==> src/rtl/medfilt_pkg.sv <==
// Shared definitions for the median-filter frame-buffer writer.
//   IMG_COLS / IMG_ROWS : default image geometry
//   ADDR_W / PIX_W      : default frame-buffer address and pixel widths
//   FIFO_DEPTH          : default pixel FIFO depth
//   fsm_state_t         : writer FSM encoding (IDLE=0, RUN=1, DRAIN=2, DONE=3)
package medfilt_pkg;

    localparam int IMG_COLS   = 512;
    localparam int IMG_ROWS   = 512;
    localparam int ADDR_W     = 18;
    localparam int PIX_W      = 8;
    localparam int FIFO_DEPTH = 8;

    typedef enum logic [1:0] {
        ST_IDLE  = 2'd0,
        ST_RUN   = 2'd1,
        ST_DRAIN = 2'd2,
        ST_DONE  = 2'd3
    } fsm_state_t;

endpackage

==> src/rtl/medfilt_fb_writer_pix_fifo.sv <==
// pix_fifo: synchronous FIFO holding {address, pixel} entries.
//   clk, rst_n : clock, asynchronous active-low reset (empties the FIFO)
//   push       : write push_data this cycle (ignored when full and not popping)
//   push_data  : entry to store
//   pop        : remove the head this cycle (ignored when empty)
//   head       : current head entry (meaningful only when empty=0)
//   full/empty : occupancy flags
// Push and pop may happen in the same cycle, including while full.
module pix_fifo #(
    parameter int WIDTH = 26,
    parameter int DEPTH = 8
) (
    input  logic             clk,
    input  logic             rst_n,
    input  logic             push,
    input  logic [WIDTH-1:0] push_data,
    input  logic             pop,
    output logic [WIDTH-1:0] head,
    output logic             full,
    output logic             empty
);
    import medfilt_pkg::*;

    localparam int PTR_W = $clog2(DEPTH);

    logic [WIDTH-1:0] mem [DEPTH];
    // One extra pointer bit separates the full and empty cases.
    logic [PTR_W:0]   wr_ptr;
    logic [PTR_W:0]   rd_ptr;
    logic             do_push;
    logic             do_pop;

    assign empty   = (wr_ptr == rd_ptr);
    assign full    = (wr_ptr[PTR_W] != rd_ptr[PTR_W]) &&
                     (wr_ptr[PTR_W-1:0] == rd_ptr[PTR_W-1:0]);
    assign do_pop  = pop && !empty;
    assign do_push = push && (!full || do_pop);
    assign head    = mem[rd_ptr[PTR_W-1:0]];

    always_ff @(posedge clk or negedge rst_n) begin
        if (!rst_n) begin
            wr_ptr <= '0;
            rd_ptr <= '0;
        end else begin
            if (do_push) wr_ptr <= wr_ptr + (PTR_W+1)'(1);
            if (do_pop)  rd_ptr <= rd_ptr + (PTR_W+1)'(1);
        end
    end

    // Storage needs no reset: only entries behind the write pointer are read.
    always_ff @(posedge clk) begin
        if (do_push) mem[wr_ptr[PTR_W-1:0]] <= push_data;
    end

endmodule

==> src/rtl/medfilt_fb_writer.sv <==
// medfilt_fb_writer: writes the median filter's output pixels into a
// frame-buffer RAM write port in linear raster order (row*COLS+col).
//   CLK, RSTn       : clock, asynchronous active-low reset
//   Start_sig       : arms capture of one frame (honoured in IDLE only)
//   pix_valid_sig   : one-cycle pulse per filtered pixel, pix_data valid with it
//   wr_en/wr_addr/wr_data, wr_ready : RAM write port
//   busy_sig        : high in RUN or DRAIN
//   frame_done_sig  : one-cycle pulse once the last pixel has been written
//   overflow_sig    : sticky, a pixel was dropped on a full FIFO
//   salt_cnt/pepper_cnt : written all-ones / all-zero pixel counts
//   fsm_state       : current FSM state, for observation
// Build option: MEDFILT_NOISE_STAT_EN enables the salt/pepper counters;
// without it both counters are tied to 0.
//
// Write handshake: wr_en is high whenever an entry is pending, and a transfer
// happens on a rising edge where wr_en && wr_ready; while wr_en=1 and
// wr_ready=0, wr_addr and wr_data are held unchanged.
module medfilt_fb_writer #(
    parameter int COLS       = medfilt_pkg::IMG_COLS,
    parameter int ROWS       = medfilt_pkg::IMG_ROWS,
    parameter int ADDR_W     = medfilt_pkg::ADDR_W,
    parameter int PIX_W      = medfilt_pkg::PIX_W,
    parameter int FIFO_DEPTH = medfilt_pkg::FIFO_DEPTH
) (
    input  logic              CLK,
    input  logic              RSTn,
    input  logic              Start_sig,
    input  logic              pix_valid_sig,
    input  logic [PIX_W-1:0]  pix_data,
    output logic              wr_en,
    output logic [ADDR_W-1:0] wr_addr,
    output logic [PIX_W-1:0]  wr_data,
    input  logic              wr_ready,
    output logic              busy_sig,
    output logic              frame_done_sig,
    output logic              overflow_sig,
    output logic [ADDR_W-1:0] salt_cnt,
    output logic [ADDR_W-1:0] pepper_cnt,
    output logic [1:0]        fsm_state
);
    import medfilt_pkg::*;

    localparam int                ENTRY_W   = ADDR_W + PIX_W;
    localparam logic [ADDR_W-1:0] LAST_ADDR = ADDR_W'(COLS * ROWS - 1);

    fsm_state_t         state;
    fsm_state_t         state_nxt;
    logic [ADDR_W-1:0]  in_addr;
    logic               start_frame;
    logic               run_active;
    logic               accept_pix;
    logic               last_pix;
    logic               fifo_push;
    logic               fifo_pop;
    logic               fifo_full;
    logic               fifo_empty;
    logic [ENTRY_W-1:0] fifo_head;

    // ---------------------------------------------------------------- FSM
    always_ff @(posedge CLK or negedge RSTn) begin
        if (!RSTn) state <= ST_IDLE;
        else       state <= state_nxt;
    end

    always_comb begin
        state_nxt = state;
        case (state)
            ST_IDLE:  if (Start_sig)              state_nxt = ST_RUN;
            ST_RUN:   if (accept_pix && last_pix) state_nxt = ST_DRAIN;
            ST_DRAIN: if (fifo_empty)             state_nxt = ST_DONE;
            ST_DONE:                              state_nxt = ST_IDLE;
            default:                              state_nxt = ST_IDLE;
        endcase
    end

    always_comb begin
        busy_sig       = 1'b0;
        frame_done_sig = 1'b0;
        run_active     = 1'b0;
        start_frame    = 1'b0;
        case (state)
            ST_IDLE:  start_frame    = Start_sig;
            ST_RUN:   begin
                busy_sig   = 1'b1;
                run_active = 1'b1;
            end
            ST_DRAIN: busy_sig       = 1'b1;
            ST_DONE:  frame_done_sig = 1'b1;
            default:  ;
        endcase
    end

    assign fsm_state = state;

    // ---------------------------------------------------------- input side
    assign accept_pix = run_active && pix_valid_sig;
    assign last_pix   = (in_addr == LAST_ADDR);
    // A full FIFO still accepts when the head leaves in the same cycle.
    assign fifo_push  = accept_pix && (!fifo_full || fifo_pop);

    // in_addr advances on every accepted pulse, dropped or not, so a lost
    // pixel never shifts the rest of the frame. It stops at the last pixel.
    always_ff @(posedge CLK or negedge RSTn) begin
        if (!RSTn) begin
            in_addr      <= '0;
            overflow_sig <= 1'b0;
        end else if (start_frame) begin
            in_addr      <= '0;
            overflow_sig <= 1'b0;
        end else if (accept_pix) begin
            if (!last_pix)              in_addr      <= in_addr + ADDR_W'(1);
            if (fifo_full && !fifo_pop) overflow_sig <= 1'b1;
        end
    end

    pix_fifo #(
        .WIDTH (ENTRY_W),
        .DEPTH (FIFO_DEPTH)
    ) u_fifo (
        .clk       (CLK),
        .rst_n     (RSTn),
        .push      (fifo_push),
        .push_data ({in_addr, pix_data}),
        .pop       (fifo_pop),
        .head      (fifo_head),
        .full      (fifo_full),
        .empty     (fifo_empty)
    );

    // ---------------------------------------------------------- write side
    assign wr_en    = !fifo_empty;
    assign fifo_pop = wr_en && wr_ready;
    // Zero the port when idle so reset leaves every output at 0.
    assign wr_addr  = fifo_empty ? '0 : fifo_head[ENTRY_W-1:PIX_W];
    assign wr_data  = fifo_empty ? '0 : fifo_head[PIX_W-1:0];

`ifdef MEDFILT_NOISE_STAT_EN
    always_ff @(posedge CLK or negedge RSTn) begin
        if (!RSTn) begin
            salt_cnt   <= '0;
            pepper_cnt <= '0;
        end else if (start_frame) begin
            salt_cnt   <= '0;
            pepper_cnt <= '0;
        end else if (fifo_pop) begin
            if ((&wr_data) && (salt_cnt != '1))
                salt_cnt <= salt_cnt + ADDR_W'(1);
            if ((wr_data == '0) && (pepper_cnt != '1))
                pepper_cnt <= pepper_cnt + ADDR_W'(1);
        end
    end
`else
    assign salt_cnt   = '0;
    assign pepper_cnt = '0;
`endif

endmodule

==> config.mk <==
export PLATFORM = sky130hd
export DESIGN_NAME = medfilt_fb_writer
export DESIGN_NICKNAME = d
export VERILOG_FILES = /design/src/rtl/medfilt_pkg.sv /design/src/rtl/medfilt_fb_writer_pix_fifo.sv /design/src/rtl/medfilt_fb_writer.sv
export SDC_FILE = /design/constraint.sdc
export NUM_CORES = 1
export LEC_CHECK = 0
export ABC_AREA = 1
export BUFFER_PORTS_ARGS = -buffer_cell sky130_fd_sc_hd__buf_2
export CORE_MARGIN = 2
export CORE_UTILIZATION = 54
export DETAILED_ROUTE_END_ITERATION = 10
export PLACE_DENSITY = 0.82
export SYNTH_ARGS = -nofsm -noshare
export SYNTH_HDL_FRONTEND = slang
export SYNTH_HIERARCHICAL = 1
export SYNTH_SLANG_ARGS = --single-unit
==> constraint.sdc <==
create_clock -name CLK -period 3.9 [get_ports CLK]
set_clock_uncertainty 0.1 [all_clocks]
set_input_delay 0.195 -clock CLK [delete_from_list [all_inputs] [get_ports CLK]]
set_output_delay 0.195 -clock CLK [all_outputs]
set_load 0.01 [all_outputs]
==> results of run 1 <==
worst max-delay path by stage:
stage                                start                to  depth (start not counted)
after global placement    u_fifo/rd_ptr[1]  u_fifo/mem[7][5]                         15
after global routing      u_fifo/rd_ptr[1]  u_fifo/mem[7][9]                         15
after floorplan           u_fifo/rd_ptr[0]  u_fifo/mem[2][0]                         13
after detailed placement  u_fifo/rd_ptr[1]  u_fifo/mem[4][8]                         13
after CTS                 u_fifo/rd_ptr[1]  u_fifo/mem[4][9]                         13
final                     u_fifo/rd_ptr[1]  u_fifo/mem[4][9]                         13
per-layer routing:
layer / track usage / wire length, um
met5: 0 / 0
met4: 0.0735 / 477
met3: 0.0359 / 1770
met2: 0.371 / 11200
met1: 0.298 / 9230
synthesized netlist by cell type, drive strengths merged:
| cell type | number | area [um2] |
|---|---|---|
| edfxtp | 208 | 6250 |
| nand2 | 177 | 682 |
| nor2 | 167 | 652 |
| o21ai | 115 | 598 |
| buf | 58 | 407 |
| inv | 54 | 203 |
| o22ai | 52 | 325 |
| dfrtp | 29 | 726 |
| nand3 | 26 | 135 |
| clkbuf | 25 | 93.8 |
| nand4 | 14 | 103 |
| ha | 8 | 100 |
| xor2 | 8 | 70.1 |
| nor3 | 5 | 25.0 |
| xnor2 | 4 | 42.6 |
| or2 | 3 | 18.8 |
| clkinv | 1 | 3.75 |
| conb | 1 | 3.75 |
| nand3b | 1 | 7.51 |
| o21a | 1 | 7.51 |
| o21bai | 1 | 7.51 |
through the flow:
stage / util / cell area [um2] / setup slack (ns) / power, uW
floorplan: - / 10600 / 0.198 / 5240
global route: 0.623 / 11700 / 0.428 / 8920
CTS: 0.623 / 11700 / 0.626 / 8490
detailed placement: 0.574 / 10800 / 0.664 / 6140
global placement: 0.574 / 10800 / 0.825 / 6060
finish: 0.623 / 11700 / 0.594 / 8470
power by group:
part           leakage, uW  switching (uW)  total [uW]  internal (uW)
Clock             0.000395             919        2310           1390
Sequential         0.00220             141        3110           2970
Combinational      0.00185            2100        3050            954
Total              0.00445            3160        8470           5310
cells by family (layout without fill, tap and decap cells):
family / count (synthesis) / in the layout
and+or+nand+nor: 393 / 393
DFF: 237 / 237
AOI/OAI and AO/OA: 169 / 169
buffers and inverters: 138 / 175
xor gates and xnor gates: 12 / 12
adders and majority gates: 8 / 8
other: 1 / 36
layout make-up:
cell class,count,share of cell area
inverter,55,0.0176
sequential,237,0.595
multi-input combinational,618,0.250
clock inverter,12,0.0127
timing repair buffer,76,0.0416
tap,260,0.0277
clock buffer,32,0.0563
placed cells by master (no fill, tap or decap), types with 2 or more instances in the layout:
cell | netlist | routed
edfxtp_1 | 208 | 208
nand2_1 | 174 | 174
nor2_1 | 161 | 154
o21ai_0 | 109 | 109
inv_1 | 53 | 53
o22ai_1 | 52 | 52
buf_2 | 10 | 44
conb_1 | 1 | 36
dfrtp_1 | 29 | 28
nand3_1 | 25 | 25
clkbuf_16 | 0 | 24
buf_4 | 43 | 21
nand4_1 | 13 | 13
nor2_2 | 4 | 11
dlygate4sd3_1 | 0 | 11
xor2_1 | 8 | 8
ha_1 | 8 | 8
o21ai_2 | 6 | 6
nor3_1 | 5 | 5
clkinv_1 | 1 | 5
clkbuf_1 | 25 | 5
or2_2 | 3 | 3
xnor2_1 | 3 | 3
clkbuf_8 | 0 | 3
bufinv_16 | 0 | 3
nor2_4 | 2 | 2
clkinv_2 | 0 | 2
clkinv_4 | 0 | 2
nand2_4 | 2 | 2
worst max-delay path, delay by kind of cell, from the launching register on:
| family | cells | cell delay (ns) |
|---|---|---|
| buffers and inverters | 4 | 0.79 |
| flip-flops | 1 | 0.39 |
| AND/OR/NAND/NOR | 9 | 1.66 |
state kept, by name (all words and copies together) (netlist names):
name           count
u_fifo/rd_ptr      4
overflow_sig       1
in_addr           18
u_fifo/mem       208
u_fifo/wr_ptr      4
fsm_state          2
==> flow_summary.rst, run 1 <==
.. list-table::
   :header-rows: 1

   * - Metric
     - Value
   * - Status
     - completed
   * - Number of cells on the worst reg-to-reg path
     - 13
   * - Overall die height
     - between 100 and 150 um
   * - Net count of the finished layout
     - ~1000
   * - Relative slew slack
     - 0.296
   * - Critical path cell sequence
     - buf_4, inv_1, nand2_1, nand2_2, nor2_4, nand3_2, inv_1, nor2_1, nor2_1, nor2_1, nand3_1, nor2_2, buf_4
   * - Library cell used as clock root buffer
     - clkbuf_16
   * - Slowest cell on the critical path
     - nor2_1
   * - Post-route minimum period
     - about 3.3 ns
   * - Post-synthesis cell area
     - about 0.010 mm2
   * - Number of buffers inserted by port buffering
     - 44
   * - Post-detailed-route count of antenna-violating nets
     - 0
   * - Syn. warnings
     - 6
   * - Clock latency of the later-clocked register in the worst-skew pair
     - around 0.52 ns
   * - Number of instances in the placed design
     - 1235
   * - R2R Path End
     - u_fifo/mem[4][9]
   * - Category of the worst setup path launch point
     - flop
   * - Max rail drop VDD
     - ~0.00051 V
   * - Effective utilization at floorplan
     - 0.555
   * - Wire length of the first global-routing pass
     - 34700 um
   * - Average wire per cell in the routed design
     - 17.6 um
   * - Cells resized by post-CTS repair
     - 0
   * - Worst hold path depth
     - 5
   * - Sinks on Clock Net
     - 237
   * - Tightest Pin Transition
     - 1.06 ns
   * - I/O pin total
     - 81
   * - Total Die Area
     - about 0.02 mm2
   * - Area Growth Syn to Fin
     - 12.2%
   * - Data arrival at the endpoint of the critical path
     - 3.37 ns
   * - Seq cells post-synth
     - 237
   * - Die width
     - approximately 140 um
   * - Synth cell types
     - 33
   * - Synth Area in XOR/XNOR
     - 0.0108
   * - Delay of the slowest cell on the worst path
     - 0.46 ns
   * - Number of diodes added for antenna fixing
     - 0
   * - Vias in the first global route
     - about 6700
   * - Post-route DRC
     - 0
   * - Gr ovfl total
     - 0
   * - Mapped Cells
     - around 960
   * - Worst Path Class, Setup
     - flop to flop
   * - CTS Buf Count
     - 24
   * - Synthesized area per cell
     - between 10 and 15 um2
   * - MaxCap Viol Count
     - 0
   * - Area inside the core boundary
     - approximately 0.019 mm2
   * - Final-layout setup total negative slack
     - 0 ns
   * - Post-synthesis compound-gate area fraction
     - 0.0897
   * - Total via count in the routed design
     - between 7000 and 8000
   * - Portion of the post-synthesis area used by sequential elements
     - 0.667
   * - WHS Endpoint
     - u_fifo/rd_ptr[0]
   * - Share of the clock period used by the worst path
     - 0.848
   * - Minimum setup slack among reg-to-reg paths
     - just under 0.6 ns
   * - Synthesized-area fraction occupied by adder cells
     - 0.00957
   * - Per-cell via count in the routed design
     - about 5.6
   * - Post-synthesis simple-gate area fraction
     - 0.155
   * - CTS tree
     - built
   * - Total track usage
     - 0.222
   * - Largest net degree at the start of global routing
     - ~110
   * - WL final
     - ~23000 um
   * - Post-CTS repair timing setup buffer count
     - 0
   * - Ratio of cells with drive above 1 in the final layout
     - 0.126
   * - Reg-to-reg critical path startpoint
     - u_fifo/rd_ptr[1]
   * - Clock transition at the register clock pins on the worst setup and hold paths after CTS
     - roughly 0.060 ns
   * - Max H-tree Level
     - 1
   * - Clock Tree Buf Depth
     - 3
   * - Highest achievable clock rate
     - between 0.3 and 0.4 GHz
   * - Final instance count without filler cells
     - ~1300
   * - RSZ-0062 raised after global routing
     - false
   * - Mux cell area share after synthesis
     - 0
   * - Final setup violation count
     - 0
   * - DP Wirelength
     - ~13000 um
   * - Hold_buf cts
     - 11
   * - Most common cell on crit path
     - nor2_1
   * - Number of antenna violations at the first check in global routing
     - 0
   * - Power per Cell Area
     - roughly 720 mW/mm2
   * - Pre-Repair DR Iteration Count
     - 5
   * - First-iteration detailed-routing DRC count
     - slightly below 800
   * - Type of the most critical hold path
     - input port to flop
   * - Hold Vio Cnt, Final
     - 0
   * - Worst hold path startpoint
     - wr_ready
   * - Main combinational cell family by area after synthesis
     - simple AND/OR/NAND/NOR gates
   * - Number of pins with negative max-slew slack in the final report
     - 0
   * - Critical path capture point type
     - flop
   * - Site Rows
     - 50
   * - Final weighted congestion in routability-driven placement
     - 0.901
   * - Required arrival time at the worst endpoint
     - slightly below 4 ns
   * - Register area
     - between 0.006 and 0.007 mm2
   * - Leakage component of the power
     - 0.00445 uW
   * - Maximum net fanout on the critical path
     - 26
   * - Footprint of the multi-input gates
     - 0.00293 mm2
   * - Count of fill cells added during filler insertion
     - roughly 1400
   * - Minimum hold slack
     - ~0.12 ns
Note: power is estimated with default switching activity, not from simulation.
==> run 2: changes to the inputs <==
Settings changed: ABC_AREA 1 to 0.
Clock period 3.9 ns to 3 ns, I/O delays scaled along.
==> flow_summary.rst, run 2 <==
.. list-table::
   :header-rows: 1

   * - Metric
     - Value
   * - Relative slew slack
     - 0.522 (+0.226)
   * - GR met1 Demand/Resource
     - 0.278 (-0.0197)
   * - WL final
     - 20600 um (-9.2%)
   * - Global routing usage on met2
     - 0.365 (-0.00682)
   * - Wire length of the first global-routing pass
     - 31600 um (-9.0%)
   * - Net count of the finished layout
     - 677 (-34%)
   * - Critical path capture point type
     - primary output
   * - Total track usage
     - 0.207 (-0.0143)
   * - Largest net degree at the start of global routing
     - 56 (-47%)
   * - Gr ovfl total
     - 0 (unchanged)
   * - CTS tree
     - built
   * - Number of antenna violations at the first check in global routing
     - 0 (unchanged)
   * - Pre-Repair DR Iteration Count
     - 5 (unchanged)
   * - Final setup violation count
     - 0 (unchanged)
   * - Power per Cell Area
     - 872 mW/mm2 (+21%)
   * - Required arrival time at the worst endpoint
     - 2.75 ns (-1.21 ns)
   * - Max reg flops
     - 208 (unchanged)
   * - Max rail drop VDD
     - 0.000466 V (-8.4%)
   * - CTS Buf Count
     - 25 (+4.2%)
   * - Portion of the post-synthesis area used by sequential elements
     - 0.673 (+0.00653)
   * - Post-route minimum period
     - between 2 and 3 ns
   * - Worst hold path startpoint
     - Start_sig
   * - Library cell used as clock root buffer
     - clkbuf_16
   * - Dominant cell type by area after synthesis
     - edfxtp_1
   * - Met3 Track Usage GR
     - 0.0256 (-0.0103)
   * - Average wire per cell in the routed design
     - 22.7 um (+29%)
   * - Max H-tree Level
     - 1 (unchanged)
   * - First-iteration detailed-routing DRC count
     - 454 (-42%)
   * - Reg-to-reg critical path startpoint
     - u_fifo/rd_ptr[3]
   * - Syn. warnings
     - 6 (unchanged)
   * - RSZ-0062 raised after global routing
     - false
   * - Leakage component of the power
     - 0.00405 uW (-9.0%)
   * - Die width
     - 142 um (-0.47%)
   * - Area inside the core boundary
     - 0.0188 mm2 (-0.33%)
   * - Predominant post-synthesis flop cell
     - edfxtp_1
   * - Per-cell via count in the routed design
     - 6.02 (+8.3%)
   * - Type of the most critical hold path
     - input port to flop
   * - Clock Tree Buf Depth
     - 3 (unchanged)
   * - Sinks on Clock Net
     - 237 (unchanged)
   * - Worst hold path depth
     - 4 (-1)
   * - Most common cell after layout, fill and taps aside
     - edfxtp_1
   * - Post-detailed-route count of antenna-violating nets
     - 0 (unchanged)
   * - Total Die Area
     - 0.0203 mm2 (-0.94%)
   * - MaxCap Viol Count
     - 0 (unchanged)
   * - Number of diodes added for antenna fixing
     - 0 (unchanged)
   * - Seq cells post-synth
     - 237 (unchanged)
   * - Post-synth EDFFs
     - 208 (unchanged)
   * - Post-synthesis cell area
     - 0.0104 mm2 (-0.97%)
   * - Number of buffers inserted by port buffering
     - 44 (unchanged)
   * - WHS Endpoint
     - fsm_state[0]
   * - Vias in the first global route
     - 5524 (-18%)
   * - Number of cells on the worst reg-to-reg path
     - 9 (-4)
   * - Mapped Cells
     - 583 (-39%)
   * - Final instance count without filler cells
     - 909 (-30%)
   * - Share of the clock period used by the worst path
     - 0.920
   * - Most used cells in the layout excluding fill and tap cells
     - edfxtp_1, buf_2, conb_1
   * - Most Used Layer, Global Route
     - met2
   * - Clock transition at the register clock pins on the worst setup and hold paths after CTS
     - 0.05 ns (about the same)
   * - Share of synthesized registers carrying an async set or reset
     - 0.122 (unchanged)
   * - Placement Cell Area
     - 0.0109 mm2 (+0.98%)
   * - R2R Path End
     - u_fifo/mem[3][1]
   * - Minimum setup slack among reg-to-reg paths
     - 0.31 ns (-0.28 ns)
   * - Synthesized area per cell
     - 17.8 um2 (+63%)
   * - Post-route standard cell area excluding fillers
     - 0.0118 mm2 (+0.73%)
   * - Area Growth Syn to Fin
     - 14.1%
   * - Data arrival at the endpoint of the critical path
     - 2.51 ns (-0.86 ns)
   * - Final weighted congestion in routability-driven placement
     - 0.909 (+0.89%)
   * - Total via count in the routed design
     - 5468 (-24%)
   * - I/O pin total
     - 81 (unchanged)
   * - Post-route DRC
     - 0 (unchanged)
   * - Overall die height
     - 142 um (-0.47%)
   * - Hold Vio Cnt, Final
     - 0 (unchanged)
   * - Worst Path Class, Setup
     - flop to primary output
   * - DP Wirelength
     - 12100 um (-8.2%)
   * - Ratio of cells with drive above 1 in the final layout
     - 0.259 (+0.133)
   * - Maximum net fanout on the critical path
     - 55 (+110%)
   * - Site Rows
     - 50 (unchanged)
   * - List of most frequent post-synthesis cells
     - edfxtp_1, buf_4, mux4_1
   * - Status
     - completed
   * - Share of the synthesized area in the top cell type
     - 0.603 (+0.00585)
   * - Tightest Pin Transition
     - 0.717 ns (-0.338 ns)
   * - Highest achievable clock rate
     - 0.362 GHz
   * - Cells resized by post-CTS repair
     - 0 (unchanged)
   * - Top cells by area, synth
     - edfxtp_1, mux4_1, dfrtp_1
   * - Effective utilization at floorplan
     - 0.552 (-0.00355)
   * - Category of the worst setup path launch point
     - flop
   * - Number of pins with negative max-slew slack in the final report
     - 0 (unchanged)
   * - Synth cell types
     - 54 (+64%)
   * - Clock latency of the later-clocked register in the worst-skew pair
     - 0.51 ns (about the same)
   * - Number of instances in the placed design
     - 852 (-31%)
   * - Leading cell type by number of instances after synthesis
     - edfxtp_1
## run 2: power breakdown
group	leakage (uW)	internal [uW]	switching (uW)
logic	0.00146	1580	1810
clock network	0.000385	1710	1210
registers	0.00221	3830	156
total	0.00405	7120	3170
## run 2: routing by layer
metal  share of wire  up-vias  routed length, um
met5               0        -                  0
met4           0.017        0                345
met3           0.050       33               1020
met2            0.53      192              10900
met1            0.40     2830               8330
li1                -     2413                  -
## run 2: area by class of cell
cell class                 instances  area [um2]
clock buffer                      29         641
fill                            1294        6950
tap                              234         293
multi-input combinational        306        3180
sequential                       237        6970
timing repair buffer              77         546
inverter                           9        36.3
clock inverter                    17         148
## run 2: worst max-delay path by stage
stage	startpoint	to	slack [ns]
global route	u_fifo/rd_ptr[1]	wr_addr[3]	0.14
global placement	u_fifo/rd_ptr[3]	u_fifo/mem[0][5]	0.49
detailed placement	u_fifo/rd_ptr[3]	u_fifo/mem[3][3]	0.35
floorplan	u_fifo/wr_ptr[1]	u_fifo/mem[2][0]	-0.11
CTS	u_fifo/rd_ptr[1]	wr_addr[3]	0.20
finish	u_fifo/rd_ptr[1]	wr_addr[2]	0.24
## run 2: per-stage QoR
step                      setup TNS, ns  utilization  hold slack (ns)  total power, uW  worst slack (ns)
after floorplan                   -8.31            -           -0.246             6550            -0.109
after global placement                0        0.582            0.124             7350             0.485
after detailed placement              0        0.582            0.128             7450             0.349
after CTS                             0        0.629           0.0375            10400             0.202
after global routing                  0        0.629            0.103            10800             0.135
final                                 0        0.629           0.0781            10300             0.240
## run 2: critical path, cell delays in order (launching register included)
cell,delay (ns)
dfrtp_2,0.38
buf_4,0.58
mux4_2,0.43
mux2_2,0.29
nor2b_1,0.13
buf_2,0.15
## run 2: repair_timing
item,in CTS,in global routing
hold buffers,11,0
buffers inserted,0,0
endpoints found under the hold margin,95,0
endpoints found under the setup margin,0,0
## run 2: kinds of logic after synthesis
group	count (synthesis)	share of synthesized area
DFF	237	0.673
and+or+nand+nor	121	0.0666
muxes	89	0.165
buffers and inverters	75	0.0462
AOI/OAI and AO/OA	43	0.0314
xor gates and xnor gates	9	0.00761
adders and majority gates	8	0.00967
other	1	0.000362
